==> config.mk <==
export PLATFORM = sky130hd
export DESIGN_NAME = mem_access_unit
export DESIGN_NICKNAME = d
export VERILOG_FILES = /design/src/rtl/mem_access_unit.sv
export SDC_FILE = /design/constraint.sdc
export NUM_CORES = 1
export LEC_CHECK = 0
export ABC_AREA = 1
export CAP_MARGIN = 20
export CORE_AREA = 2 2 299 301
export CTS_BUF_LIST = sky130_fd_sc_hd__clkbuf_8
export DETAILED_ROUTE_END_ITERATION = 16
export DIE_AREA = 0 0 301 303
export HOLD_SLACK_MARGIN = 0.06
export PLACE_DENSITY = 0.58
export SETUP_SLACK_MARGIN = 0.4
export SYNTH_ARGS = -nofsm -noshare
export SYNTH_HDL_FRONTEND = slang
export SYNTH_SLANG_ARGS = --single-unit
==> constraint.sdc <==
create_clock -name clk -period 2.9 [get_ports clk]
set_input_delay 0.725 -clock clk [delete_from_list [all_inputs] [get_ports clk]]
set_output_delay 0.725 -clock clk [all_outputs]
set_load 0.005 [all_outputs]
==> src/rtl/mem_access_unit.sv <==
// Memory-stage access unit: issues data-bus loads/stores and builds the memory-stage bundle.
package mem_access_pkg;

  typedef enum logic [1:0] {
    MSIZE1 = 2'd0,
    MSIZE2 = 2'd1,
    MSIZE4 = 2'd2,
    MSIZE8 = 2'd3
  } msize_t;

  typedef struct packed {
    logic   regwrite;
    logic   memread;
    logic   memwrite;
    logic   zeroextwb;
    msize_t memsize;
  } control_t;

  typedef struct packed {
    logic        valid;
    logic [63:0] pc;
    logic [31:0] raw_instr;
    control_t    ctl;
    logic [4:0]  ra1;
    logic [4:0]  ra2;
    logic [4:0]  dst;
    logic [63:0] aluout;
    logic [63:0] memwd;
  } execute_data_t;

  typedef struct packed {
    logic        valid;
    logic [63:0] pc;
    logic [31:0] raw_instr;
    control_t    ctl;
    logic [4:0]  ra1;
    logic [4:0]  ra2;
    logic [4:0]  dst;
    logic [63:0] aluout;
    logic [63:0] readdata;
    logic [63:0] writedata;
  } memory_data_t;

  typedef struct packed {
    logic        valid;
    logic [63:0] addr;
    msize_t      size;
    logic [7:0]  strobe;
    logic [63:0] data;
  } dbus_req_t;

  typedef struct packed {
    logic        addr_ok;
    logic        data_ok;
    logic [63:0] data;
  } dbus_resp_t;

endpackage

module mem_access_unit
  import mem_access_pkg::*;
#(
  parameter int unsigned TIMEOUT_CYCLES = 0
) (
  input  logic          clk,
  input  logic          reset,
  input  execute_data_t in,
  output memory_data_t  out,
  output logic          stall,
  output dbus_req_t     dreq,
  input  dbus_resp_t    dresp,
  output logic          err
);

  localparam int unsigned CNT_W = (TIMEOUT_CYCLES > 1) ? $clog2(TIMEOUT_CYCLES) : 1;
  localparam int unsigned LIMIT = (TIMEOUT_CYCLES > 0) ? TIMEOUT_CYCLES - 1 : 0;

  typedef enum logic {
    IDLE = 1'b0,
    REQ  = 1'b1
  } state_t;

  state_t              state, state_n;
  execute_data_t       pend, pend_n;
  memory_data_t        out_n;
  logic                err_n;
  logic [CNT_W-1:0]    cnt, cnt_n;
  logic [63:0]         shifted;
  logic [63:0]         load_val;
  logic                unused_addr_ok;

  // Only data_ok and data matter; the address handshake is not tracked.
  assign unused_addr_ok = dresp.addr_ok;

  // Natural alignment check for the requested access size.
  function automatic logic is_aligned(input msize_t sz, input logic [2:0] a);
    case (sz)
      MSIZE1:  return 1'b1;
      MSIZE2:  return a[0] == 1'b0;
      MSIZE4:  return a[1:0] == 2'b00;
      default: return a == 3'b000;
    endcase
  endfunction

  // Byte-lane mask for a store of the given size at the given byte offset.
  function automatic logic [7:0] lane_mask(input msize_t sz, input logic [2:0] a);
    logic [7:0] base;
    case (sz)
      MSIZE1:  base = 8'h01;
      MSIZE2:  base = 8'h03;
      MSIZE4:  base = 8'h0F;
      default: base = 8'hFF;
    endcase
    return base << a;
  endfunction

  // Sign- or zero-extend the low bytes of a lane-shifted load.
  function automatic logic [63:0] extend(input msize_t sz, input logic zx, input logic [63:0] sh);
    case (sz)
      MSIZE1:  return zx ? {56'd0, sh[7:0]}  : {{56{sh[7]}},  sh[7:0]};
      MSIZE2:  return zx ? {48'd0, sh[15:0]} : {{48{sh[15]}}, sh[15:0]};
      MSIZE4:  return zx ? {32'd0, sh[31:0]} : {{32{sh[31]}}, sh[31:0]};
      default: return sh;
    endcase
  endfunction

  // Copy the pass-through fields of an execute bundle into a memory bundle.
  function automatic memory_data_t pass(input execute_data_t e, input logic [63:0] rd,
                                        input logic [63:0] wd);
    memory_data_t o;
    o.valid     = e.valid;
    o.pc        = e.pc;
    o.raw_instr = e.raw_instr;
    o.ctl       = e.ctl;
    o.ra1       = e.ra1;
    o.ra2       = e.ra2;
    o.dst       = e.dst;
    o.aluout    = e.aluout;
    o.readdata  = rd;
    o.writedata = wd;
    return o;
  endfunction

  // Load data path from the pending access.
  always_comb begin
    shifted  = dresp.data >> {pend.aluout[2:0], 3'b000};
    load_val = extend(pend.ctl.memsize, pend.ctl.zeroextwb, shifted);
  end

  // Next-state, bus request, stall and next output bundle.
  always_comb begin
    state_n = state;
    pend_n  = pend;
    out_n   = '0;
    err_n   = 1'b0;
    cnt_n   = cnt;
    stall   = 1'b0;
    dreq    = '0;
    case (state)
      IDLE: begin
        cnt_n = '0;
        if (in.valid) begin
          if (in.ctl.memread || in.ctl.memwrite) begin
            if (is_aligned(in.ctl.memsize, in.aluout[2:0])) begin
              pend_n  = in;
              state_n = REQ;
              stall   = 1'b1;
            end else begin
              out_n = pass(in, 64'd0, in.aluout);
              err_n = 1'b1;
            end
          end else begin
            out_n = pass(in, 64'd0, in.aluout);
          end
        end
      end
      REQ: begin
        dreq.valid = 1'b1;
        dreq.addr  = pend.aluout;
        dreq.size  = pend.ctl.memsize;
        if (pend.ctl.memwrite) begin
          dreq.strobe = lane_mask(pend.ctl.memsize, pend.aluout[2:0]);
          dreq.data   = pend.memwd << {pend.aluout[2:0], 3'b000};
        end
        stall = 1'b1;
        if (dresp.data_ok) begin
          stall   = 1'b0;
          state_n = IDLE;
          out_n   = pend.ctl.memread ? pass(pend, load_val, load_val)
                                     : pass(pend, 64'd0, pend.aluout);
        end else if ((TIMEOUT_CYCLES != 0) && (cnt == CNT_W'(LIMIT))) begin
          stall   = 1'b0;
          state_n = IDLE;
          out_n   = pass(pend, 64'd0, pend.aluout);
          err_n   = 1'b1;
        end else begin
          cnt_n = cnt + CNT_W'(1);
        end
      end
      default: state_n = IDLE;
    endcase
  end

  // State register.
  always_ff @(posedge clk) begin
    if (reset) state <= IDLE;
    else       state <= state_n;
  end

  // Pending access, output bundle, error pulse and watchdog counter.
  always_ff @(posedge clk) begin
    if (reset) begin
      pend <= '0;
      out  <= '0;
      err  <= 1'b0;
      cnt  <= '0;
    end else begin
      pend <= pend_n;
      out  <= out_n;
      err  <= err_n;
      cnt  <= cnt_n;
    end
  end

endmodule

# Word-level counts from Yosys, hierarchy flattened
# Index checks and enable logic that the tools add are counted.
# totals
regBits,558
latch_bits,0
ramBits,0
romBits,0
inputBits,314
output_inout_bits,451
elab_cells,72
n_memories,0
# op_classes
add_sub_neg,0
n_mul,0
div_mod_pow,0
order_cmp,0
n_eq_ne,4
n_shift,3
n_mux,25
bitwise_logic,4
reduce_logical,7
# op_table
operator,count
two-way mux 310 bit,4
one-hot mux 310 bit (2 select lines),1
two-way mux 212 bit,1
two-way mux 64 bit,3
one-hot mux 64 bit (3 select lines),1
two-way mux 139 bit,1
two-way mux 72 bit,1
left shift 64 x 6 -> 64 bit,1
right shift 64 x 6 -> 64 bit,1
one-hot mux 8 bit (3 select lines),1
two-way mux 8 bit,2
two-way mux 1 bit,8
left shift 8 x 3 -> 8 bit,1
zero test 2 bit,3
"equality test 2 x 1 -> 1 bit, second input constant",2
"equality test 2 bit, second input constant",2
inverter 1 bit,4
AND reduction 4 bit,1
OR reduction 4 bit,1
zero test 3 bit,1
one-hot mux 1 bit (3 select lines),1
one-hot mux 1 bit (2 select lines),1
logical OR 1 bit,1

# Depth between registers and ports, before layout
# Gate-level depths: netlist of the first run.
# logic_depth
ltp_word,9
mapped_depth,12
depth_no_buf,11

# Least setup slack after synthesis of the first run
# OpenSTA, ideal clock, no wires.
# synth_timing
path_type,input -> output
start,input in[143] (netlist bit)
end,output stall
arrival_ns,1.753
required_ns,2.175
setup_slack_ns,0.422
cell_stages,8
path_buffers,2
cell_sequence,a211o_1 -> nand2_1 -> inv_2 -> nor2_2 -> nand2_2 -> buf_2 -> clkbuf_1 -> nand2_1
# synth_via
elab_chain_len,9
elab_cells_between_ends,11
cone_classes,2 x eq/ne; 8 x mux; 1 x reduce/logical
# synth_lines
item,line_no,rtl
start: declaration,67,"input execute_data_t in,"
equality test 2 bit (tied with other cells),97,case (sz)
one-hot mux 1 bit (3 select lines) (*),97,
two-way mux 1 bit (*),163,if (in.ctl.memread || in.ctl.memwrite) begin
two-way mux 1 bit (*),162,if (in.valid) begin
two-way mux 1 bit (*),159,case (state)
two-way mux 1 bit (*),164,"if (is_aligned(in.ctl.memsize, in.aluout[2:0])) begin"
two-way mux 1 bit (*),163,
two-way mux 1 bit (*),162,
one-hot mux 1 bit (2 select lines) (*),159,
end: declaration,69,"output logic stall,"
# Mark *: on every way between the ends. The rest lies on a longest branch, timed or not. The select of a mux whose other input is x is not followed.

==> results of run 1 <==
==> final cells by class <==
cell class | instances | area, um^2 | share of cell area
tap | 1165 | 1458 | 0.03870
sequential | 558 | 11190 | 0.2970
timing repair buffer | 1032 | 10730 | 0.2847
clock inverter | 50 | 261.5 | 0.006942
antenna | 15 | 37.54 | 0.0009965
timing repair inverter | 1 | 6.256 | 0.0001661
inverter | 254 | 1013 | 0.02690
clock buffer | 132 | 1817 | 0.04823
multi-input combinational | 2235 | 11160 | 0.2963
==> how the worst max path moves through the flow <==
stage	endpoint
after detailed placement	stall
after floorplan	stall
after global placement	stall
after CTS	dreq[52]
after global routing	dreq[53]
final	dreq[53]
==> logic make-up after synthesis <==
group / synth area share
AND/OR/NAND/NOR: 0.2157
AO/OA/AOI/OAI: 0.2122
flip-flops: 0.4809
buffers and inverters: 0.09114
==> placed cells by master (no fill, tap or decap), drive strengths merged, types with 3 or more instances in the layout <==
cell type / n
a21boi: 4
dlymetal6s2s: 6
clkinvlp: 3
clkdlybuf4s50: 619
o211ai: 12
clkbuf: 176
dfxtp: 558
nand2: 1044
buf: 356
or2: 6
diode: 15
inv: 290
nand3: 132
a22oi: 8
o21a: 4
o22ai: 25
nor2: 86
bufbuf: 3
a21oi: 617
o21ai: 289
clkinv: 12
==> stage by stage <==
step                      TNS (ps)    util  hold slack [ps]  power [W]  cell area [um^2]
after CTS                    -4886  0.4113            185.9    0.01967             36180
final                       -331.2  0.4282            278.1    0.01988             37670
after floorplan                  0       -            430.3   0.009844             23230
after global routing         -3341  0.4281            233.0    0.02073             37660
after global placement      -38850  0.3702            442.9    0.01153             32570
after detailed placement    -37350  0.3702            447.7    0.01155             32570
==> repair_timing <==
action	4_1_cts	5_1_grt
gates cloned	16	9
gates resized for setup	632	466
hold buffers	0	0
pin swaps	72	63
setup endpoints to repair	214	218
buffers inserted	52	55
==> registers in the layout, indices dropped and copies added, names as in the netlist <==
name / count
pend: 246
err: 1
state: 1
out: 310
==> report_power, final <==
| group | total [W] | internal, W | switching (W) |
|---|---|---|---|
| registers | 0.00824 | 0.00803 | 0.000203 |
| logic | 0.00403 | 0.00183 | 0.00220 |
| clock network | 0.00761 | 0.00409 | 0.00352 |
| total | 0.0199 | 0.0139 | 0.00593 |
==> worst max-delay path: stages, from the launching register on <==
cell and delay, ps:
dfxtp_4 390, buf_8 160, buf_6 130, nor2_4 130
buf_12 160, a22oi_2 80, buf_4 160, o22ai_2 110
buf_2 150
==> routing by layer <==
metal	part of all wire	vias to the layer above	track usage	wire [um]
met5	0.00078	-	0	93
met3	0.089	216	0.07032	10520
li1	-	12510	-	-
met4	0.038	14	0.09180	4551
met2	0.48	1077	0.4134	56980
met1	0.39	12230	0.2912	46580
==> flow_summary.yaml, run 1 <==
run_status:
  status: "complete, but fails checks"
  violations: "setup timing"
synth:
  synth_top_area_share: 0.4809
  synth_edf_count: 0
  syn_inst: 3307
  async_flop_share: 0
  ys_top_cells_by_count: "nand2_1, a21oi_1, dfxtp_1"
  syn-cell-area_um2: 23230
  yosysMostFrequentCell: "nand2_1"
  synth_top_area_cell: "dfxtp_1"
  synthTopCellsByArea: "dfxtp_1, nand2_1, a21oi_1"
  syn_nets: 3621
  synthDistinctLibCells: 34
  ys_ff_latch: 558
  avgSynthCellArea_um2: 7.024
  ys_seq_area_frac: 0.4809
  yosys_most_used_dff: "dfxtp_1"
  yosysWarnings: 0
floorplanning:
  die_w_um: 301
  core_area_um2: 87970
  initial_utilization: 0.2640
  die_h_um: 303
  dieArea_um2: 91200
  std_cell_rows: 109
  ioPinCount: 765
timing:
  finalSetupViolations: 12
  rsz0062_at_grt: "yes"
  worst_slew_pin_slew_ps: 1227
  slew_headroom: 0.1817
  period_share: 1.025
  max_freq_mhz: 336.5
  hold_violations: 0
  report.final.slew_viol_count: 0
  setup_ws_ps: -71.35
  min_period_ps: 2971
  finClkSkew_ps: 39.33
route:
  ant_nets: 0
  num_vias: 26040
  drt-initial-drc-count: 2048
  wl_mm: 118.7
  dr.pass1.iters: 6
  drc: 0
  avgViaCountPerCell: 4.785
  wire_per_inst_um: 21.82
clocking:
  root_buffer: "clkbuf_8"
  clock_latency_ps: 770
  numCtsBuffers: 99
  htreeDepth: 3
  cts_tree: "built"
  clock_sinks: 558
  cts_max_path_buffers: 3
  clkSlewWorstSetupHoldPaths_ps: 60
power:
  peakVddDrop_v: 0.0003479
  power_density_nw_per_um2: 527.7
  power.leakage_nw: 15.21
critical_path:
  worst-setup-path-type: "reg -> out"
  r2r_slack_ps: 280
  ff2ff_path_depth: 11
  critPathCaptureType: "output pin"
  timing.rr.end: "out[33]"
  cp_max_fo: 7
  startpoint: "pend[64]"
  rr_startpoint: "pend[64]"
  required_ps: 2170
  cp-start-kind: "register"
  crit_arrival_ps: 2250
global_route:
  grt_pass1_wl_mm: 164.1
  grt_util_all_layers: 0.2437
  grt_pass1_vias: 24430
  antenna_found_initial: 26
  grt_overflow: 0
  grt_max_degree: 218
hold_path:
  hold_depth: 2
  min_to: "pend[216]"
  hp-start: "reset"
  min_path_type: "in -> reg"
placed_design:
  gp_congestion: 0.9463
  hpwl_mm: 81.66
  dp.cells: 5113
  post-place-ws_ps: -515.3
  port_buffers: 763
layout:
  syn2layout_area_growth_pct: 62.17
  post_route_cells_drive_above_1_share: 0.2011
  fill_cells: 8918
  final_net_count: 4495
  stdcell_count: 5442
flow_run:
  cap_violations: 0
Note: power is estimated with default switching activity, not from simulation.
==> run 2, diff against run 1 <==
RECOVER_POWER = 50   (was unset)
SKIP_CTS_REPAIR_TIMING = 1   (was unset)
clock period = 3.7 ns   (was 2.9 ns; I/O delays follow)
==> flow_summary.yaml, run 2 (synthesis results as in run 1) <==
run_status:
  status: "complete, but fails checks"
  violations: "capacitance limit, slew limit"
global_route:
  grt_util_all_layers: 0.2270
  grt_overflow: 0
  grt_max_degree: 193
  antenna_found_initial: 16
  grt_pass1_wl_mm: 154.3
  grt_pass1_vias: 23370
power:
  peakVddDrop_v: 0.0003110
  power_switching_w: 0.004432
  power.leakage_nw: 15.05
  p_clk_frac: 0.422
  power.internal_w: 0.01098
  comb_power_share: 0.161
  p_sw_frac: 0.2875
  power_density_nw_per_um2: 439.8
  p_total_w: 0.01542
  p_seq_frac: 0.417
layout:
  final_cell_mix: "nand2_1, a21oi_1, dfxtp_1, clkdlybuf4s50_1, inv_1"
  mostFrequentLayoutCell: "nand2_1"
  syn2layout_area_growth_pct: 50.90
  largest-register: "out"
  post_route_cells_drive_above_1_share: 0.08189
  stdcell_count: 5279
  largestRegisters: "out: 310 flops, pend: 246 flops"
  fill_cells: 9178
  final_net_count: 4336
  finalInstanceArea_um2: 35050
  largest_reg_flops: 310
timing:
  slew_headroom: -0.1488
  max_freq_mhz: 283.6
  report.final.slew_viol_count: 78
  min_period_ps: 3526
  rsz0062_at_grt: "yes"
  whs_ps: 455.6
  hold_violations: 0
  finClkSkew_ps: 38.87
  period_share: 0.9529
  worst_slew_pin_slew_ps: 1714
  finalSetupViolations: 0
clocking:
  clock_sinks: 558
  cts_tree: "built"
  numCtsBuffers: 99
  root_buffer: "clkbuf_8"
  htreeDepth: 3
  cts_max_path_buffers: 3
  clock_latency_ps: 740
  clkSlewWorstSetupHoldPaths_ps: 60
route:
  wire_per_inst_um: 20.92
  num_vias: 25180
  avgViaCountPerCell: 4.770
  ant_nets: 0
  wl_mm: 110.5
  drt-initial-drc-count: 2105
  dr.pass1.iters: 6
  drc: 0
critical_path:
  required_ps: 2770
  max_stage_delay_ps: 530
  critPathSlowestCell: "clkdlybuf4s50_1"
  cp-start-kind: "register"
  crit_arrival_ps: 2600
  worstPathBufferInverterCount: 4
  crit_family: "buffers and inverters"
  critPathCaptureType: "output pin"
  worst-setup-path-type: "reg -> out"
  path_cells: "nand2_4 -> nor2_4 -> clkinvlp_4 -> buf_12 -> buf_4 -> o22ai_2 -> clkdlybuf4s50_1"
  cp_max_fo: 16
hold_path:
  min_path_type: "reg -> reg"
placed_design:
  postPlaceCellArea_um2: 31980
  hpwl_mm: 79.17
  dp.cells: 5052
  gp_congestion: 0.9254
  port_buffers: 763
floorplanning:
  std_cell_rows: 109
  dieArea_um2: 91200
  initial_utilization: 0.2640
  die_w_um: 301
  core_area_um2: 87970
  ioPinCount: 765
  die_h_um: 303
flow_run:
  cap_violations: 2
==> run 2: cell count changes in the layout (fill, tap and decap cells not counted), sizes merged <==
cell | before | now
clkbuf | 176 | 152
diode | 15 | 11
bufinv | 0 | 7
nor2 | 86 | 85
clkinvlp | 3 | 5
inv | 290 | 276
clkdlybuf4s15 | 2 | 0
buf | 356 | 94
bufbuf | 3 | 0
clkdlybuf4s50 | 619 | 536
clkinv | 12 | 18
dlygate4sd3 | 0 | 158
dlymetal6s2s | 6 | 65
dlygate4sd2 | 2 | 0
==> run 2: final timing paths <==
path / depth (start not counted) / end / slack [ps] / startpoint
min: 2 / pend[63] / 460 / pend[63]
min reg2reg: 2 / pend[63] / 460 / pend[63]
max: 7 / dreq[56] / 170 / state
max reg2reg: 6 / out[264] / 390 / state
==> run 2: worst min-delay path: stages (launching register included) <==
cell	delay (ps)
dfxtp_1	290
inv_1	60
a21oi_1	60
==> run 2: area by class of cell <==
class	count	area [um^2]	area share
multi-input combinational	2234	10110	0.2885
inverter	254	972.2	0.02774
antenna	11	27.53	0.0007853
clock buffer	130	1789	0.05105
sequential	558	11190	0.3193
timing repair buffer	875	9021	0.2574
clock inverter	52	481.7	0.01374
tap	1165	1458	0.04159
==> run 2: metrics by stage <==
stage | TNS, ps | worst slack (ps) | utilization
2_1_floorplan | 0 | 821.7 | -
5_1_grt | 0 | 55.20 | 0.3984
3_5_place_dp | -100.4 | -100.4 | 0.3635
3_3_place_gp | -92.02 | -92.02 | 0.3635
4_1_cts | -6469 | -308.5 | 0.3893
6_report | 0 | 174.3 | 0.3985
==> run 2: power by group through the flow <==
stage / logic, W / clock network (W) / registers [W]
2_1_floorplan: 0.00119 / 0 / 0.00653
3_3_place_gp: 0.00236 / 0 / 0.00656
3_5_place_dp: 0.00237 / 0 / 0.00657
4_1_cts: 0.00238 / 0.00669 / 0.00644
5_1_grt: 0.00271 / 0.00691 / 0.00645
6_report: 0.00248 / 0.00650 / 0.00643
==> run 2: routing by layer <==
layer,vias up,share of wire,GRT usage
li1,12160,-,-
met1,11780,0.39,0.2681
met2,1043,0.48,0.3920
met3,175,0.093,0.07311
met4,14,0.028,0.06693
met5,-,0.00079,0
==> run 3, diff against run 2 <==
CORE_AREA = unset   (was 2 2 299 301)
CORE_UTILIZATION = 27   (was unset)
DIE_AREA = unset   (was 0 0 301 303)
PLACE_DENSITY = 0.62   (was 0.58)
==> flow_summary.yaml, run 3 (synthesis results as in run 1) <==
clocking:
  cts_max_path_buffers: 3
  clkSlewWorstSetupHoldPaths_ps: 60
  root_buffer: "clkbuf_8"
  clock_latency_ps: 710
  cts_tree: "built"
  htreeDepth: 3
  clock_sinks: 558
  numCtsBuffers: 98
layout:
  largestRegisters: "out: 310 flops, pend: 246 flops"
  stdcell_count: 5236
  fill_cells: 8852
  mostFrequentLayoutCell: "nand2_1"
  largest-register: "out"
  final_cell_mix: "nand2_1, a21oi_1, dfxtp_1, clkdlybuf4s50_1, inv_1"
  syn2layout_area_growth_pct: 48.85
  final_net_count: 4318
  fin_util: 0.4061
  largest_reg_flops: 310
  post_route_cells_drive_above_1_share: 0.07153
power:
  peakVddDrop_v: 0.0002939
  power_density_nw_per_um2: 429.6
  p_total_w: 0.01485
  p_clk_frac: 0.404
  p_seq_frac: 0.432
  comb_power_share: 0.164
  power.leakage_nw: 14.35
  p_sw_frac: 0.2904
  power_switching_w: 0.004313
  power.internal_w: 0.01054
route:
  wl_met2_mm: 51.98
  ant_nets: 0
  dr.pass1.iters: 6
  drt-initial-drc-count: 2262
  drt-met1-wl_mm: 42.32
  num_vias: 25080
  drc: 0
  wl_mm: 108.3
  top_layer: "met5"
  avgViaCountPerCell: 4.791
  wire_per_inst_um: 20.68
  wl_met3_mm: 10.44
timing:
  hold_violations: 0
  worst_slew_pin_slew_ps: 1776
  max_freq_mhz: 283.3
  whs_ps: 405.4
  finalSetupViolations: 0
  setup_ws_ps: 170.5
  finClkSkew_ps: 39.84
  report.final.slew_viol_count: 38
  rsz0062_at_grt: "yes"
  slew_headroom: -0.1852
  period_share: 0.9539
  min_period_ps: 3529
floorplanning:
  core_area_um2: 85150
  ioPinCount: 765
  initial_utilization: 0.2728
  die_h_um: 295.3
  std_cell_rows: 107
  die_w_um: 295.3
  dieArea_um2: 87210
critical_path:
  path_cells: "buf_4 -> buf_4 -> nor2_4 -> a22oi_2 -> nor2_1 -> clkdlybuf4s50_1"
  cp_max_fo: 6
  cpMostUsedCell: "buf_4"
  rr_startpoint: "pend[64]"
  worst-setup-path-type: "reg -> out"
  crit_family: "buffers and inverters"
  critPathSlowestCell: "clkdlybuf4s50_1"
  max_stage_delay_ps: 560
  cp-start-kind: "register"
  timing.rr.end: "out[38]"
  required_ps: 2770
  r2r_slack_ps: 190
  ff2ff_path_depth: 10
  crit_arrival_ps: 2600
  critPathCaptureType: "output pin"
  worstPathBufferInverterCount: 3
global_route:
  grt_pass1_wl_mm: 147.8
  grt_util_all_layers: 0.2286
  antenna_found_initial: 20
  grt_max_degree: 228
  grt_overflow: 0
  grt_pass1_vias: 22730
run_status:
  status: "complete, but fails checks"
  violations: "capacitance limit, slew limit"
placed_design:
  dp.cells: 5018
  hpwl_mm: 75.00
  port_buffers: 763
  gp_congestion: 0.9534
  post-place-ws_ps: -176.4
hold_path:
  min_path_type: "in -> reg"
  hp-start: "reset"
  min_to: "out[132]"
  hold_depth: 2
flow_run:
  cap_violations: 1
run 3: area by class of cell:
type                       count  area [um^2]  share of cell area
timing repair inverter         1        7.507           0.0002171
tap                         1144         1431             0.04140
clock buffer                 132         1817             0.05255
clock inverter                46        274.0            0.007925
multi-input combinational   2235        10090              0.2918
inverter                     254        977.2             0.02826
timing repair buffer         856         8766              0.2535
antenna                       10        25.02           0.0007238
sequential                   558        11190              0.3236
run 3: per-layer routing:
layer	vias up	GRT usage
met5	-	0
met3	183	0.07473
li1	12130	-
met2	1111	0.3908
met1	11650	0.2671
met4	12	0.07696
run 3: worst max path at each step:
stage	start	endpoint	slack [ps]	cells past startpoint
global route	state	out[202]	40	7
global placement	in[65]	stall	-200	8
detailed placement	in[65]	stall	-180	8
CTS	pend[146]	dreq[40]	-370	5
floorplan	in[143]	stall	820	8
finish	pend[64]	dreq[19]	170	6
run 3: worst register-to-register path, stage by stage, from the launching register on:
cell	delay, ps
dfxtp_4	400
buf_4	200
inv_6	240
clkbuf_1	1010
o21ai_0	540
nand2_1	140
o21ai_0	230
nand2_1	290
nand3_1	130
nand2_1	100
a21oi_1	60
run 3: per-stage QoR:
| step | setup TNS, ps | instance area [um^2] |
|---|---|---|
| after floorplan | 0 | 23230 |
| after global placement | -203.4 | 31880 |
| after detailed placement | -176.4 | 31880 |
| after CTS | -9214 | 33980 |
| after global routing | 0 | 34570 |
| final | 0 | 34570 |
run 3: power by group through the flow:
stage | Sequential (W) | Combinational [W] | Clock, W
floorplan | 0.00653 | 0.00119 | 0
global placement | 0.00654 | 0.00234 | 0
detailed placement | 0.00655 | 0.00235 | 0
CTS | 0.00642 | 0.00236 | 0.00617
global route | 0.00645 | 0.00265 | 0.00643
finish | 0.00642 | 0.00243 | 0.00600
